File: src/rtl/pma_region_checker_pkg.sv
// Shared types and constants for the runtime-programmable PMA region checker.
package pma_pkg;

   localparam int unsigned MaxRegions = 16;
   localparam int unsigned LockBit    = 7;

   typedef struct packed {
      logic ni;
      logic c;
      logic x;
   } pma_attr_t;

   typedef enum logic [1:0] {
      FIELD_BASE   = 2'd0,
      FIELD_LENGTH = 2'd1,
      FIELD_ATTR   = 2'd2,
      FIELD_RSVD   = 2'd3
   } pma_field_e;

endpackage

File: src/rtl/pma_region_match.sv
// Combinational single-region compare: base <= addr < base + length, length 0 disables.
module pma_region_match
   import pma_pkg::*;
#(
   parameter int unsigned AddrWidth = 64
) (
   input  logic [AddrWidth-1:0] base_i,
   input  logic [AddrWidth-1:0] length_i,
   input  logic [AddrWidth-1:0] addr_i,
   output logic                 match_o
);

   // One extra bit on the limit so a region reaching past the top of memory never wraps.
   logic [AddrWidth:0] limit;

   assign limit   = {1'b0, base_i} + {1'b0, length_i};
   assign match_o = (length_i != '0) && (addr_i >= base_i) && ({1'b0, addr_i} < limit);

endmodule

File: config.mk
export PLATFORM = sky130hd
export DESIGN_NAME = pma_region_match
export DESIGN_NICKNAME = d
export VERILOG_FILES = /design/src/rtl/pma_region_checker_pkg.sv /design/src/rtl/pma_region_match.sv
export SDC_FILE = /design/constraint.sdc
export NUM_CORES = 1
export LEC_CHECK = 0
export ABC_AREA = 0
export BUFFER_PORTS_ARGS = -buffer_cell sky130_fd_sc_hd__buf_2
export CORE_ASPECT_RATIO = 1.25
export CORE_MARGIN = 2
export CORE_UTILIZATION = 53
export DETAILED_ROUTE_END_ITERATION = 7
export GPL_ROUTABILITY_DRIVEN = 0
export PLACE_DENSITY = 0.89
export SLEW_MARGIN = 20
export SYNTH_ARGS = -nofsm -noshare
export SYNTH_HDL_FRONTEND = slang
export SYNTH_SLANG_ARGS = --single-unit
export TNS_END_PERCENT = 50
File: constraint.sdc
create_clock -name vclk -period 12.6
set_clock_uncertainty 0.05 [all_clocks]
set_input_delay 1.26 -clock vclk [all_inputs]
set_output_delay 1.26 -clock vclk [all_outputs]
set_load 0.005 [all_outputs]
==> summary.txt <==
Final HPWL DP = 19.9 mm
CP required = 11.29 ns
Multi-input gate area = 6450 um^2
I/O pin count = 193
Ys Warns = 0
fraction of layout cells with a size suffix above 1 = 0.194
proportion of synthesized area in mux cells = 0
Final Cell Area = 7960 um^2
largest net degree at the start of global routing = 10
switch share = 0.563
# Post-CTS Setup Buffers = 0
Psw = 0.241 mW
crit path launch = base_i[11]
worst hold slack = 3.06 ns
Final Hold Fails = 0
Final Cycle Share = 0.570
DP Area = 7950 um^2
hold crit path type = input port to output pin
f_max = 0.139 GHz
top-count cell post-synth = ha_1
area of the mapped netlist = 6870 um^2
sequential area share after synthesis = 0
Internal Dissipation = 0.187 mW
status = complete, no violations
post-synth top area cell = ha_1
Core Area = 12700 um^2
P per Cell Area = 53.8 nW/um^2
gr usage total = 0.306
Hold-fix buffers, CTS = 0
vias per cell = 6.24
grt ovf = 0
Worst setup SP type = input port
clock power share = 0
max-slew violations = 0
Gate Count Post-Synth = 945
Yosys top cell area share = 0.348
Static Leak = 4.35 nW
Peak VDD IR = 0.0270 mV
Setup crit end = match_o
max_slew headroom = 0.557
Initial Util = 0.542
final-layout fill cell count = 1200
Synth cell types = 67
Clock Buffer Count = 0
Hold Crit Start = length_i[6]
Syn Area/Cell = 7.27 um^2
fin crit period = 7.18 ns
Buffers on Ports = 193
Crit. End Element = output pin
Cells after DPL = 1285
Setup TNS = 0 ns
Starting DRT DRC Count = 404
antenna violations before repair = 3
Adder-Cell Fraction of Synth Area = 0.351
Crit Path Class = input port to output pin
Flop pwr share = 0
compound-cell area share of the yosys netlist = 0.320
largest cells by area after synthesis = ha_1 (35%), a21o_1 (8.5%), a21oi_1 (7.4%), xnor2_1 (5.1%), inv_1 (4.8%)
Comb pwr share = 1.000
FFs & Latches = 0
fin nets = 1503
Routed wire per std cell = 17.2 um
RSZ-0062 raised after global routing = no
post-route ant nets = 0
post-cts sizing count = 0
commonest cells in the netlist = ha_1 (191), a21oi_1 (101), inv_1 (88), a21o_1 (78), nand2_1 (72)
global-route wire length before repair = 35.7 mm
Post-Synth Simple-Gate Area = 0.189
Post-Layout Cell Count = 1286
total number of vias = 8029
maxcap violations = 0
FP Rows = 46
Die H = 131 um
Die Wd = 106 um
Area Overhead vs Synth = 15.8%
WL final = 22.1 mm
area occupied by registers = 0 um^2
Worst Tran Pin Value = 0.660 ns
largest family of logic cells by synthesized area = adder cells
drt pass-1 iters = 5
DRC violations left = 0
vias in the first global route = 8016
CP Max Fanout = 4
syn_nets = 1329
Tot Pwr = 0.428 mW
Post-Synth XOR/XNOR Area = 0.0778
critical path arrival = 5.87 ns
Finish-stage setup viols = 0
Die Area = 13900 um^2
==> worst max-delay path: stages <==
cell	delay, ns
buf_2	0.12
ha_1	0.34
a21oi_1	0.30
o21ai_1	0.10
a221oi_1	0.52
o2111ai_1	0.27
a21oi_4	0.23
o21ai_4	0.11
a21boi_0	0.26
xor2_1	0.20
ha_1	0.27
a21o_1	0.16
a21o_1	0.16
a21oi_1	0.14
o21ai_1	0.08
a21o_1	0.18
a21oi_1	0.18
o31ai_1	0.10
a21o_1	0.19
a2111oi_0	0.39
o311a_1	0.20
buf_2	0.11
==> cells in the final DEF, fill, tap and decap left out, drive strengths merged, types with 3 or more instances in the layout <==
| cell type | n |
|---|---|
| a311oi | 4 |
| nand2b | 10 |
| nand3 | 16 |
| inv | 88 |
| and3 | 5 |
| a221o | 3 |
| o2111ai | 3 |
| a21oi | 106 |
| o21bai | 17 |
| nor2 | 49 |
| nand2 | 72 |
| a221oi | 3 |
| and4 | 5 |
| xnor2 | 40 |
| nor4 | 21 |
| o21ai | 55 |
| a211oi | 12 |
| a31oi | 8 |
| nand4 | 41 |
| o21a | 7 |
| buf | 193 |
| a2111oi | 4 |
| o211ai | 5 |
| ha | 191 |
| a21boi | 4 |
| o31ai | 6 |
| nor2b | 10 |
| nor3 | 15 |
| a21o | 78 |
| xor2 | 21 |
==> cell type report <==
class	instances	area share
multi-input cells	836	0.810
diodes	1	0.000315
inverters	88	0.0415
repair buffers	193	0.121
well taps	168	0.0264
==> cell families (layout without fill, tap and decap cells) <==
group / count (synthesis) / count (layout)
fa+ha+maj: 192 / 192
compound gates: 328 / 328
other cells: 0 / 1
buf+inv: 109 / 281
simple gates: 255 / 255
xor+xnor: 61 / 61
==> how the worst min path moves through the flow <==
stage	endpoint	slack, ns	cells past startpoint
4_1_cts	match_o	3.06	5
6_report	match_o	3.06	6
5_1_grt	match_o	3.08	5
2_1_floorplan	match_o	2.78	4
3_3_place_gp	match_o	3.06	5
3_5_place_dp	match_o	3.06	6
==> through the flow <==
stage,util,setup WS (ns)
6_report,0.628,5.42
5_1_grt,0.628,5.18
3_3_place_gp,0.628,5.69
2_1_floorplan,-,6.31
4_1_cts,0.628,5.57
3_5_place_dp,0.628,5.59
==> power groups by stage <==
| stage | Sequential (mW) | Clock (mW) | Combinational (mW) |
|---|---|---|---|
| 3_3_place_gp | 0 | 0 | 0.404 |
| 5_1_grt | 0 | 0.0000000106 | 0.476 |
| 3_5_place_dp | 0 | 0 | 0.418 |
| 6_report | 0 | 0.0000000106 | 0.428 |
| 4_1_cts | 0 | 0 | 0.421 |
| 2_1_floorplan | 0 | 0 | 0.296 |
==> metal layers <==
metal | part of all wire | vias to the layer above | routed length (um) | track usage
met5 | 0.0013 | - | 29 | 0
met1 | 0.37 | 3579 | 8170 | 0.331
met3 | 0.068 | 124 | 1500 | 0.0278
li1 | - | 3903 | - | -
met2 | 0.49 | 419 | 10900 | 0.578
met4 | 0.067 | 4 | 1490 | 0.164
Power figures use the tool's default switching activity.
